## src/rtl/cv32e40x_pkg.sv

```systemverilog
// Shared CLIC arbiter types: trigger mode, per-source config record, output FSM states.
package cv32e40x_pkg;

  localparam logic [1:0] PRIV_LVL_M = 2'b11;

  typedef enum logic {
    CLIC_TRIG_LEVEL = 1'b0,
    CLIC_TRIG_EDGE  = 1'b1
  } clic_trig_e;

  typedef struct packed {
    logic       ie;
    logic [7:0] level;
    logic       shv;
    clic_trig_e trig;
  } clic_src_cfg_t;

  typedef enum logic [1:0] {
    IDLE    = 2'd0,
    PRESENT = 2'd1,
    HOLD    = 2'd2
  } clic_arb_state_e;

endpackage

```

## src/rtl/cv32e40x_clic_arb_tree.sv

```systemverilog
// Combinational max-level selection over all sources; ties go to the higher ID.
module cv32e40x_clic_arb_tree #(
  parameter int unsigned NUM_SRC       = 16,
  parameter int unsigned CLIC_ID_WIDTH = 5
) (
  input  logic [NUM_SRC-1:0]       i_eligible,
  input  logic [NUM_SRC*8-1:0]     i_level,
  input  logic [NUM_SRC-1:0]       i_shv,
  output logic                     o_valid,
  output logic [CLIC_ID_WIDTH-1:0] o_id,
  output logic [7:0]               o_level,
  output logic                     o_shv
);

  localparam int unsigned LEAVES = 2 ** $clog2(NUM_SRC);
  localparam int unsigned NODES  = 2 * LEAVES - 1;

  logic                     w_vld [NODES];
  logic [CLIC_ID_WIDTH-1:0] w_id  [NODES];
  logic [7:0]               w_lvl [NODES];
  logic                     w_shv [NODES];
  logic                     w_pick;
  int unsigned              w_n;

  // Heap layout: node n has children 2n+1 (lower IDs) and 2n+2 (higher IDs),
  // so preferring the right child on equal levels gives the higher-ID tie rule.
  always_comb begin
    w_pick = 1'b0;
    w_n    = 0;
    for (int unsigned l = 0; l < LEAVES; l++) begin
      if (l < NUM_SRC) begin
        w_vld[LEAVES-1+l] = i_eligible[l];
        w_id[LEAVES-1+l]  = CLIC_ID_WIDTH'(l);
        w_lvl[LEAVES-1+l] = i_level[l*8 +: 8];
        w_shv[LEAVES-1+l] = i_shv[l];
      end else begin
        w_vld[LEAVES-1+l] = 1'b0;
        w_id[LEAVES-1+l]  = '0;
        w_lvl[LEAVES-1+l] = '0;
        w_shv[LEAVES-1+l] = 1'b0;
      end
    end
    for (int unsigned j = 0; j < LEAVES - 1; j++) begin
      w_n    = LEAVES - 2 - j;
      w_pick = w_vld[2*w_n+2] && (!w_vld[2*w_n+1] || (w_lvl[2*w_n+2] >= w_lvl[2*w_n+1]));
      w_vld[w_n] = w_vld[2*w_n+1] || w_vld[2*w_n+2];
      w_id[w_n]  = w_pick ? w_id[2*w_n+2]  : w_id[2*w_n+1];
      w_lvl[w_n] = w_pick ? w_lvl[2*w_n+2] : w_lvl[2*w_n+1];
      w_shv[w_n] = w_pick ? w_shv[2*w_n+2] : w_shv[2*w_n+1];
    end
  end

  assign o_valid = w_vld[0];
  assign o_id    = w_id[0];
  assign o_level = w_lvl[0];
  assign o_shv   = w_shv[0];

endmodule

```

## src/rtl/cv32e40x_clic_int_arbiter.sv

```systemverilog
// CLIC source arbiter: pending tracking, per-source config and clic_irq_* presentation.
// Edge-triggered sources are built only when CV32E40X_CLIC_EDGE_TRIG_EN is defined.
module cv32e40x_clic_int_arbiter
  import cv32e40x_pkg::*;
#(
  parameter int unsigned NUM_SRC       = 16,
  parameter int unsigned CLIC_ID_WIDTH = 5
) (
  input  logic                     clk,
  input  logic                     rst,
  input  logic [NUM_SRC-1:0]       irq_src_i,
  input  logic                     cfg_we_i,
  input  logic [CLIC_ID_WIDTH-1:0] cfg_id_i,
  input  logic                     cfg_ie_i,
  input  logic [7:0]               cfg_level_i,
  input  logic                     cfg_shv_i,
  input  logic                     cfg_trig_i,
  input  logic                     irq_ack_i,
  input  logic [CLIC_ID_WIDTH-1:0] irq_ack_id_i,
  output logic                     clic_irq_o,
  output logic [CLIC_ID_WIDTH-1:0] clic_irq_id_o,
  output logic [7:0]               clic_irq_level_o,
  output logic [1:0]               clic_irq_priv_o,
  output logic                     clic_irq_shv_o,
  output logic [NUM_SRC-1:0]       pending_o
);

  if (NUM_SRC < 2 || NUM_SRC > 2 ** CLIC_ID_WIDTH) begin : g_cfg_check
    $error("cv32e40x_clic_int_arbiter: NUM_SRC must lie in 2..2**CLIC_ID_WIDTH");
  end

  logic [NUM_SRC-1:0]        r_irq_q;
  logic [NUM_SRC-1:0]        r_ie;
  logic [NUM_SRC-1:0]        r_shv;
  logic [NUM_SRC-1:0][7:0]   r_level;
  clic_src_cfg_t             w_wr_cfg;
  logic [NUM_SRC-1:0]        w_wr_sel;
  logic [NUM_SRC-1:0]        w_lvl_nz;
  logic [NUM_SRC-1:0]        w_pending;
  logic [NUM_SRC-1:0]        w_eligible;
  logic                      w_ack_vld;

  clic_arb_state_e           r_state, w_state_nxt;
  logic                      w_load;
  logic [CLIC_ID_WIDTH-1:0]  r_id;
  logic [7:0]                r_level_out;
  logic                      r_shv_out;
  logic                      w_win_vld;
  logic [CLIC_ID_WIDTH-1:0]  w_win_id;
  logic [7:0]                w_win_level;
  logic                      w_win_shv;

  always_comb begin
    w_wr_cfg.ie    = cfg_ie_i;
    w_wr_cfg.level = cfg_level_i;
    w_wr_cfg.shv   = cfg_shv_i;
`ifdef CV32E40X_CLIC_EDGE_TRIG_EN
    w_wr_cfg.trig  = clic_trig_e'(cfg_trig_i);
`else
    w_wr_cfg.trig  = CLIC_TRIG_LEVEL;
`endif
    w_wr_sel = '0;
    w_lvl_nz = '0;
    for (int unsigned i = 0; i < NUM_SRC; i++) begin
      w_wr_sel[i] = cfg_we_i && (cfg_id_i == CLIC_ID_WIDTH'(i));
      w_lvl_nz[i] = |r_level[i];
    end
  end

  always_ff @(posedge clk) begin
    if (rst) begin
      r_irq_q <= '0;
      r_ie    <= '0;
      r_shv   <= '0;
      r_level <= '0;
    end else begin
      r_irq_q <= irq_src_i;
      for (int unsigned i = 0; i < NUM_SRC; i++) begin
        if (w_wr_sel[i]) begin
          r_ie[i]    <= w_wr_cfg.ie;
          r_level[i] <= w_wr_cfg.level;
          r_shv[i]   <= w_wr_cfg.shv;
        end
      end
    end
  end

  assign w_ack_vld = irq_ack_i && (r_state == PRESENT) && (irq_ack_id_i == r_id);

`ifdef CV32E40X_CLIC_EDGE_TRIG_EN
  logic [NUM_SRC-1:0] r_trig;
  logic [NUM_SRC-1:0] r_edge_pend;
  logic [NUM_SRC-1:0] w_edge_pulse;

  assign w_edge_pulse = irq_src_i & ~r_irq_q;

  // Trigger-mode change wins over everything, then a new edge beats an ack clear.
  always_ff @(posedge clk) begin
    if (rst) begin
      r_trig      <= '0;
      r_edge_pend <= '0;
    end else begin
      for (int unsigned i = 0; i < NUM_SRC; i++) begin
        if (w_wr_sel[i]) begin
          r_trig[i] <= (w_wr_cfg.trig == CLIC_TRIG_EDGE);
        end
        if (w_wr_sel[i] && ((w_wr_cfg.trig == CLIC_TRIG_EDGE) != r_trig[i])) begin
          r_edge_pend[i] <= 1'b0;
        end else if (w_edge_pulse[i]) begin
          r_edge_pend[i] <= 1'b1;
        end else if (w_ack_vld && (irq_ack_id_i == CLIC_ID_WIDTH'(i))) begin
          r_edge_pend[i] <= 1'b0;
        end
      end
    end
  end

  assign w_pending = (r_trig & r_edge_pend) | (~r_trig & r_irq_q);
`else
  logic w_unused_trig;
  assign w_unused_trig = cfg_trig_i ^ w_wr_cfg.trig;
  assign w_pending     = r_irq_q;
`endif

  assign w_eligible = w_pending & r_ie & w_lvl_nz;

  cv32e40x_clic_arb_tree #(
    .NUM_SRC       (NUM_SRC),
    .CLIC_ID_WIDTH (CLIC_ID_WIDTH)
  ) u_arb_tree (
    .i_eligible (w_eligible),
    .i_level    (r_level),
    .i_shv      (r_shv),
    .o_valid    (w_win_vld),
    .o_id       (w_win_id),
    .o_level    (w_win_level),
    .o_shv      (w_win_shv)
  );

  always_comb begin
    w_state_nxt = r_state;
    w_load      = 1'b0;
    case (r_state)
      IDLE: begin
        if (w_win_vld) begin
          w_state_nxt = PRESENT;
          w_load      = 1'b1;
        end
      end
      PRESENT: begin
        if (w_ack_vld) begin
          w_state_nxt = HOLD;
        end else if (w_win_vld) begin
          w_load = 1'b1;
        end else begin
          w_state_nxt = IDLE;
        end
      end
      HOLD:    w_state_nxt = IDLE;
      default: w_state_nxt = IDLE;
    endcase
  end

  always_ff @(posedge clk) begin
    if (rst) begin
      r_state     <= IDLE;
      r_id        <= '0;
      r_level_out <= '0;
      r_shv_out   <= 1'b0;
    end else begin
      r_state <= w_state_nxt;
      if (w_load) begin
        r_id        <= w_win_id;
        r_level_out <= w_win_level;
        r_shv_out   <= w_win_shv;
      end
    end
  end

  assign clic_irq_o       = (r_state == PRESENT);
  assign clic_irq_id_o    = r_id;
  assign clic_irq_level_o = r_level_out;
  assign clic_irq_shv_o   = r_shv_out;
  assign clic_irq_priv_o  = PRIV_LVL_M;
  assign pending_o        = w_pending;

endmodule
```

## config.mk

```make
export PLATFORM = sky130hd
export DESIGN_NAME = cv32e40x_clic_int_arbiter
export DESIGN_NICKNAME = d
export VERILOG_FILES = /design/src/rtl/cv32e40x_pkg.sv /design/src/rtl/cv32e40x_clic_arb_tree.sv /design/src/rtl/cv32e40x_clic_int_arbiter.sv
export SDC_FILE = /design/constraint.sdc
export NUM_CORES = 1
export LEC_CHECK = 0
export BUFFER_PORTS_ARGS = -buffer_cell sky130_fd_sc_hd__buf_4
export CORE_AREA = 5 5 207 209
export CTS_BUF_LIST = sky130_fd_sc_hd__clkbuf_8
export DETAILED_ROUTE_END_ITERATION = 12
export DIE_AREA = 0 0 212 214
export PLACE_DENSITY = 0.53
export SLEW_MARGIN = 20
export SYNTH_ARGS = -nofsm -noshare
export SYNTH_HDL_FRONTEND = slang
export SYNTH_SLANG_ARGS = --single-unit
```

## constraint.sdc

```tcl
create_clock -name clk -period 10.4 [get_ports clk]
set_input_delay 1.04 -clock clk [delete_from_list [all_inputs] [get_ports clk]]
set_output_delay 1.04 -clock clk [all_outputs]
set_load 0.05 [all_outputs]
```

==> results of run 1 <==
## layout make-up
cell class,instances,area (um^2)
clock buffers,19,262
clock inverters,13,174
fillers,4218,27200
inverters,105,394
multi-input cells,1012,7550
flip-flops and latches,191,3820
well taps,532,666
repair buffers,78,589
## tightest hold or removal path: cells and delay by family, from the launching register on
family	cells	cell delay [ns]
DFF	1	0.34
and+or+nand+nor	1	0.08
muxes	1	0.06
## worst paths after layout
kind | from | endpoint | slack [ns] | cells after the start
max | r_level[82]$_SDFFE_PP0P_ | clic_irq_level_o[6]$_SDFFE_PP0P_ | 1.52 | 37
min | r_ie[15]$_SDFFE_PP0P_ | r_ie[15]$_SDFFE_PP0P_ | 0.50 | 2
min reg2reg | r_ie[15]$_SDFFE_PP0P_ | r_ie[15]$_SDFFE_PP0P_ | 0.50 | 2
max reg2reg | r_level[82]$_SDFFE_PP0P_ | clic_irq_level_o[6]$_SDFFE_PP0P_ | 1.52 | 37
## sequential cells by signal (all words and copies together), names as in the netlist
signal and flops:
pending_o 16, r_level 128, r_state 2, clic_irq_level_o 8, clic_irq_shv_o 1, clic_irq_id_o 4
r_ie 16, r_shv 16
## cells in the mapped netlist, drive strengths merged, types with 2 or more instances
cell type,n
mux2i,237
conb,2
a22o,6
nand2b,14
a21oi,70
and2,6
nor2,213
inv,105
o21ai,32
clkbuf,42
nand4,7
nor3,15
a31oi,9
o31a,2
a21boi,6
a211oi,12
and3,4
or4,4
buf,18
nand3b,2
and3b,2
nor3b,5
nand2,66
a221oi,2
mux2,15
or2,4
o2111ai,4
nor4,45
a2111oi,3
nand3,12
ha,118
o21a,3
o31ai,4
nor2b,31
xor2,3
a21o,14
o211ai,9
dfxtp,191
a211o,8
o32ai,2
and4,2
## routing by layer
| metal | global-route usage (%) | vias to the layer above | part of all wire (%) |
|---|---|---|---|
| li1 | - | 4890 | - |
| met1 | 19.2 | 4662 | 45 |
| met2 | 26.0 | 137 | 49 |
| met3 | 2.18 | 46 | 2.5 |
| met4 | 5.58 | 0 | 3.2 |
| met5 | 0 | - | 0 |
## where the power goes
group	leakage, nW	switching [mW]	internal [mW]
clock	0.216	0.296	0.256
combinational	4.46	0.0712	0.0365
sequential	1.54	0.00712	0.739
total	6.22	0.375	1.03
## stage by stage
stage	instances	total power, mW	hold WS, ns	setup WS, ns	instance area (um^2)
after CTS	1950	1.43	0.508	1.56	13500
after floorplan	1368	0.828	0.452	2.72	12000
final	1950	1.41	0.503	1.52	13500
after global placement	1918	0.871	0.464	1.66	13000
after global routing	1950	1.47	0.535	0.620	13500
after detailed placement	1918	0.873	0.480	1.61	13000
## logic make-up (layout without fill, tap and decap cells)
group	count (synthesis)	after routing	synth area share (%)
compound gates	200	200	11.3
simple gates	435	435	17.6
buf+inv	165	215	5.53
xor+xnor	4	4	0.292
fa+ha+maj	118	118	12.3
mux	252	252	21.2
flops	191	191	31.8
other cells	2	3	0.0625
==> flow_summary.toml, run 1 <==
[route]
drc = 0
routed_wl_mm = 34.4
vias_per_cell = 4.99
num_vias = 9735
drt_iter0_markers = 473
ant_nets = 0
wl_per_cell_um = 17.7
dr.pass1.iters = 7

[critical_path]
cp_max_fo = 22
cp-start-kind = "flop"
crit_path_top_delay_cell = "a211oi_1"
path_class = "reg -> reg"
worstPathRequired_ns = 10.85
worst-path-buf-inv = 5
cp.arrival_ns = 9.33
crit_path_end_kind = "flop"
cpPeakStageDelay_ns = 0.54
crit_family = "compound AO/OA/AOI/OAI gates"

[clocking]
cts_buffers = 17
numClockSinks = 191
path_clk_slew_ns = 0.10
insertion_delay_ns = 0.50
post-cts-setup-buffer-count = 0
postCtsResizedCells = 0
cts_hold_buf = 0
cts-htree-levels = 4
cts_tree = "yes"
clockBufferDepth = 2
cts-root-buf = "clkbuf_8"

[floorplanning]
dieHeight_um = 214
core_um2 = 40600
start_util_pct = 29.6
rows = 74
fp.dieW_um = 212
io_pins = 74
die_area_um2 = 45400

[timing]
fin_crit_sh_pct = 85.4
relSlewSlack_pct = 28.0
final-max-slew-violation-count = 0
max_freq_mhz = 113
setup_viol = 0
fin_crit_ns = 8.88
rsz0062_at_grt = "no"
final.setup.tns_ns = 0
hold_viol_final = 0
clock_skew_ns = 0.0182
worst_slew_pin_slew_ns = 1.07

[synthesis]
yosysSeqAreaShare_pct = 31.8
ys_seq_elements = 191
syn_inst = 1367
synth_edf_count = 0
synth_area_leaders = "dfxtp_1 (32%), mux2i_1 (20%), ha_1 (12%)"
netlist_area_um2 = 12000
synth_flop_cell = "dfxtp_1"
synth.avg_cell_area_um2 = 8.79
synth-async-reset-ratio_pct = 0
yosysTopAreaCell = "dfxtp_1"
ys_warn_count = 0
yosysTopAreaCellShare_pct = 31.8
synth_cell_types = 81

[min_path]
worst_hold_path_type = "reg -> reg"

[final_layout]
fin_util_pct = 33.1
layout.cells.most_common = "mux2i_1"
most-common-layout-cells = "mux2i_1 (237), nor2_1 (210), dfxtp_1 (191)"
syn_to_final_growth_pct = 12.0
fin_nets = 1564
drive_above_1_share_pct = 11.2
n_antenna_cell = 0

[run_status]
status = "complete, no violations"

[flow_run]
max-cap-violations = 0

[global_route]
grt_max_degree = 98
grt_pass1_vias = 9753
grt_util_all_layers_pct = 15.2
antenna_found_initial = 0
grt.overflow.total = 0
grt_first_pass_wirelength_mm = 54.7

[placed_design]
port_buffers = 69
gp_congestion = 0.854
hpwlAfterDp_mm = 25.6

[power]
peakVddDrop_mv = 0.0776
p_leak_nw = 6.22
power.density_nw_per_um2 = 104
(Power assumes the default switching activity.)
==> inputs of run 2 (changes only) <==
--- a/config.mk
+++ b/config.mk
@@ -11,6 +11,7 @@
 export DETAILED_ROUTE_END_ITERATION = 12
 export DIE_AREA = 0 0 212 214
 export PLACE_DENSITY = 0.53
+export RECOVER_POWER = 25
 export SLEW_MARGIN = 20
 export SYNTH_ARGS = -nofsm -noshare
 export SYNTH_HDL_FRONTEND = slang
==> run 2 against run 1 <==
Compared with the run above:
- the run now ends with max-capacitance violations, max-slew violations left
- power fell by 0.31%
- register-to-register slack got worse by 0.06 ns
- highest routed layer unchanged
- design area fell by 0.84%
- sequential power barely moved
- non-clock buffer count did not move
- global-route usage did not move
- critical path depth did not move
- largest cell class unchanged
==> flow_summary.toml, run 2 (synthesis results as in run 1) <==
[run_status]
status = "complete, but fails checks"
failed_checks = "max-capacitance violations, max-slew violations"

[clocking]
clockBufferDepth = 2
cts_tree = "yes"
post-cts-setup-buffer-count = 0
postCtsResizedCells = 0
path_clk_slew_ns = 0.10
cts-htree-levels = 4
numClockSinks = 191
cts-root-buf = "clkbuf_8"
insertion_delay_ns = 0.50
cts_buffers = 17
cts_hold_buf = 0

[placed_design]
place_ws_ns = 1.61
dp.cells = 1918
gp_congestion = 0.854
hpwlAfterDp_mm = 25.6
port_buffers = 69

[timing]
setup_slack_ns = 1.46
whs_ns = 0.503
final.setup.tns_ns = 0
clock_skew_ns = 0.0172
max_freq_mhz = 112
rsz0062_at_grt = "no"
fin_crit_sh_pct = 86.0
relSlewSlack_pct = -163
setup_viol = 0
hold_viol_final = 0
worst_slew_pin_slew_ns = 3.94
fin_crit_ns = 8.94
final-max-slew-violation-count = 89

[route]
drc = 0
routed_wl_mm = 34.4
drt_iter0_markers = 433
vias_per_cell = 4.98
num_vias = 9710
dr.pass1.iters = 5
wl_per_cell_um = 17.6
ant_nets = 0

[flow_run]
max-cap-violations = 1

[critical_path]
rrSetupSlack_ns = 1.46
worstPathRequired_ns = 10.85
crit_path_end_kind = "flop"
cp_max_fo = 22
rr_endpoint = "clic_irq_level_o[6]$_SDFFE_PP0P_"
cp.arrival_ns = 9.39
cpPeakStageDelay_ns = 0.54
r2r-start = "r_level[82]$_SDFFE_PP0P_"
r2r_cells = 37
cp-start-kind = "flop"
crit_path_top_delay_cell = "a211oi_1"
path_class = "reg -> reg"

[global_route]
grt_util_all_layers_pct = 15.2
grt_pass1_vias = 9753
grt_max_degree = 98
grt_first_pass_wirelength_mm = 54.7
antenna_found_initial = 0
grt.overflow.total = 0

[floorplanning]
start_util_pct = 29.6
dieHeight_um = 214
core_um2 = 40600
fp.dieW_um = 212
rows = 74
die_area_um2 = 45400
io_pins = 74

[final_layout]
most-common-layout-cells = "mux2i_1 (237), nor2_1 (210), dfxtp_1 (191)"
syn_to_final_growth_pct = 11.0
n_antenna_cell = 0
layout.cells.most_common = "mux2i_1"
fin_util_pct = 32.8
fin_nets = 1564
drive_above_1_share_pct = 9.17
largest-register = "r_level"
stdcell_count = 1950
largest_reg_flops = 128

[power]
power.density_nw_per_um2 = 105
p_leak_nw = 6.10
peakVddDrop_mv = 0.0782

[min_path]
worst_hold_path_type = "reg -> reg"
min_from = "r_shv[8]$_SDFFE_PP0P_"
hold_depth = 2
hold_path_end = "r_shv[8]$_SDFFE_PP0P_"
==> run 2: cell count changes in the layout (fill, tap and decap cells not counted) <==
cell	before	now
buf_4	77	49
buf_6	1	0
clkbuf_1	0	29
==> run 2: power breakdown <==
part | total [mW] | internal (mW) | switching [mW]
Clock | 0.551 | 0.256 | 0.295
Combinational | 0.105 | 0.0335 | 0.0713
Sequential | 0.746 | 0.739 | 0.00702
==> run 2: how the worst max path moves through the flow <==
stage	from	cells after the start	endpoint	slack (ns)
6_report	r_level[82]$_SDFFE_PP0P_	37	clic_irq_level_o[6]$_SDFFE_PP0P_	1.46
5_1_grt	r_level[82]$_SDFFE_PP0P_	37	clic_irq_level_o[7]$_SDFFE_PP0P_	0.62
3_3_place_gp	r_level[82]$_SDFFE_PP0P_	36	clic_irq_level_o[1]$_SDFFE_PP0P_	1.66
4_1_cts	r_level[24]$_SDFFE_PP0P_	34	clic_irq_level_o[6]$_SDFFE_PP0P_	1.56
3_5_place_dp	r_level[24]$_SDFFE_PP0P_	34	clic_irq_level_o[6]$_SDFFE_PP0P_	1.61
2_1_floorplan	r_level[24]$_SDFFE_PP0P_	36	clic_irq_shv_o$_SDFFE_PP0P_	2.72
==> run 2: cell type report <==
class / count / area [um^2]
tap: 532 / 666
timing repair buffer: 78 / 477
clock inverter: 13 / 174
inverter: 105 / 394
multi-input combinational: 1012 / 7550
fill: 4242 / 27300
clock buffer: 19 / 262
sequential: 191 / 3820
==> run 2: metal layers <==
metal	up-vias	part of all wire, %	GRT usage [%]
met5	-	0	0
met4	0	3.3	5.58
met3	49	2.5	2.18
met2	128	49	26.0
met1	4647	45	19.2
li1	4886	-	-
==> run 2: critical path, delay by kind of cell (launching register included) <==
family / cells / cell delay (ns)
DFF: 1 / 0.42
AOI/OAI and AO/OA: 19 / 4.82
buffers and inverters: 5 / 0.74
muxes: 2 / 0.44
adders and majority gates: 4 / 1.11
and+or+nand+nor: 7 / 1.36
==> run 2: through the flow <==
step	instance area [um^2]	total power, mW
2_1_floorplan	12000	0.828
3_3_place_gp	13000	0.871
3_5_place_dp	13000	0.873
4_1_cts	13500	1.43
5_1_grt	13300	1.46
6_report	13300	1.40
==> inputs of run 3 (changes only) <==
--- a/config.mk
+++ b/config.mk
@@ -6,11 +6,13 @@
 export NUM_CORES = 1
 export LEC_CHECK = 0
 export BUFFER_PORTS_ARGS = -buffer_cell sky130_fd_sc_hd__buf_4
-export CORE_AREA = 5 5 207 209
+export CELL_PAD_IN_SITES_DETAIL_PLACEMENT = 2
+export CELL_PAD_IN_SITES_GLOBAL_PLACEMENT = 2
+export CORE_AREA = 2 2 204 206
 export CTS_BUF_LIST = sky130_fd_sc_hd__clkbuf_8
 export DETAILED_ROUTE_END_ITERATION = 12
-export DIE_AREA = 0 0 212 214
-export PLACE_DENSITY = 0.53
+export DIE_AREA = 0 0 206 208
+export PLACE_DENSITY = 0.73
 export RECOVER_POWER = 25
 export SLEW_MARGIN = 20
 export SYNTH_ARGS = -nofsm -noshare
==> run 3 against run 2 <==
Compared with the run above:
- the run still ends with max-capacitance violations, max-slew violations left
- via count grew 5.3%
- clock-buffer cell count grew 1
- design area shrank 0.11%
- die area shrank 5.6%
- global-route usage grew 3.9 points
- utilization is essentially flat
- critical path type unchanged
- critical endpoint is now clic_irq_level_o[5]$_SDFFE_PP0P_
- highest routed layer unchanged
==> flow_summary.toml, run 3 (synthesis results as in run 1) <==
[final_layout]
multi_input_area_um2 = 7550
largest_reg_flops = 128
drive_above_1_share_pct = 9.52
fin_nets = 1565
largest-register = "r_level"
most-common-layout-cells = "mux2i_1 (237), nor2_1 (210), dfxtp_1 (191)"
stdcell_count = 1950
layout.cells.most_common = "mux2i_1"
fin_util_pct = 32.9
n_antenna_cell = 0
nFillCells = 4668
syn_to_final_growth_pct = 10.9
regArea_um2 = 3820

[route]
num_vias = 10200
ant_nets = 0
dr.pass1.iters = 4
vias_per_cell = 5.24
routed_wl_mm = 40.3
wl_per_cell_um = 20.7
drc = 0
drt_iter0_markers = 417

[global_route]
grt.overflow.total = 0
grt_pass1_vias = 11300
grt_first_pass_wirelength_mm = 63.8
antenna_found_initial = 0
grt_max_degree = 110
grt_util_all_layers_pct = 19.1

[clocking]
cts_buffers = 17
clockBufferDepth = 2
post-cts-setup-buffer-count = 0
numClockSinks = 191
cts_tree = "yes"
cts-htree-levels = 4
insertion_delay_ns = 0.52
cts_hold_buf = 0
path_clk_slew_ns = 0.10
postCtsResizedCells = 0
cts-root-buf = "clkbuf_8"

[timing]
final.setup.tns_ns = 0
relSlewSlack_pct = -243
setup_viol = 0
whs_ns = 0.505
final-max-slew-violation-count = 110
worst_slew_pin_slew_ns = 5.14
hold_viol_final = 0
max_freq_mhz = 115
clock_skew_ns = 0.0172
rsz0062_at_grt = "no"
fin_crit_ns = 8.73
fin_crit_sh_pct = 84.0

[floorplanning]
rows = 74
core_um2 = 40600
start_util_pct = 29.6
io_pins = 74
fp.dieW_um = 206
dieHeight_um = 208
die_area_um2 = 42800

[critical_path]
cp.arrival_ns = 9.20
path_class = "reg -> reg"
cp_max_fo = 11
worstPathRequired_ns = 10.87
crit_path_top_delay_cell = "a211oi_1"
crit_path_end_kind = "flop"
cpPeakStageDelay_ns = 0.56
cp-start-kind = "flop"

[placed_design]
port_buffers = 69
dp.cells = 1919
hpwlAfterDp_mm = 30.0
gp_congestion = 0.803

[flow_run]
max-cap-violations = 1

[power]
p_total_mw = 1.38
p_leak_nw = 6.11
peakVddDrop_mv = 0.0563
power.density_nw_per_um2 = 103

[run_status]
status = "complete, but fails checks"
failed_checks = "max-capacitance violations, max-slew violations"

[min_path]
worst_hold_path_type = "reg -> reg"
[run 3: routing by layer]
| metal | routed length (um) | GRT usage [%] | share of wire, % | up-vias |
|---|---|---|---|---|
| met1 | 18400 | 23.7 | 46 | 5214 |
| met3 | 687 | 2.32 | 1.7 | 34 |
| met4 | 741 | 5.34 | 1.8 | 0 |
| li1 | - | - | - | 4888 |
| met2 | 20500 | 34.4 | 51 | 91 |
| met5 | 0 | 0 | 0 | - |
[run 3: area by class of cell]
class | instances | share of cell area [%]
Timing Repair Buffer | 79 | 3.77
Clock inverter | 11 | 0.873
Inverter | 105 | 2.96
Sequential cell | 191 | 28.7
Clock buffer | 20 | 2.06
Multi-Input combinational cell | 1012 | 56.7
Tap cell | 532 | 4.99
[run 3: stage by stage]
stage	worst slack, ns	area [um^2]
floorplan	2.72	12000
global placement	1.85	13000
detailed placement	1.66	13000
CTS	1.62	13400
global route	0.883	13300
finish	1.67	13300
[run 3: worst max-delay path: cells and delay by family, from the launching register on]
family,cells,cell delay (ns)
fa+ha+maj,4,1.15
buf+inv,4,0.49
mux,2,0.42
simple gates,7,1.44
flops,1,0.43
compound gates,19,4.74
[run 3: power by group]
group          internal, mW  total (mW)  switching, mW
combinational        0.0343       0.108         0.0737
clock                 0.229       0.521          0.292
sequential            0.739       0.746        0.00756
total                  1.00        1.38          0.373
[run 3: path summary, 6_finish.rpt]
| path | start | endpoint | slack [ns] | depth (start not counted) |
|---|---|---|---|---|
| hold reg to reg | r_ie[15]$_SDFFE_PP0P_ | r_ie[15]$_SDFFE_PP0P_ | 0.50 | 2 |
| setup / recovery | r_level[82]$_SDFFE_PP0P_ | clic_irq_level_o[5]$_SDFFE_PP0P_ | 1.67 | 36 |
| setup reg to reg | r_level[82]$_SDFFE_PP0P_ | clic_irq_level_o[5]$_SDFFE_PP0P_ | 1.67 | 36 |
| hold / removal | r_ie[15]$_SDFFE_PP0P_ | r_ie[15]$_SDFFE_PP0P_ | 0.50 | 2 |
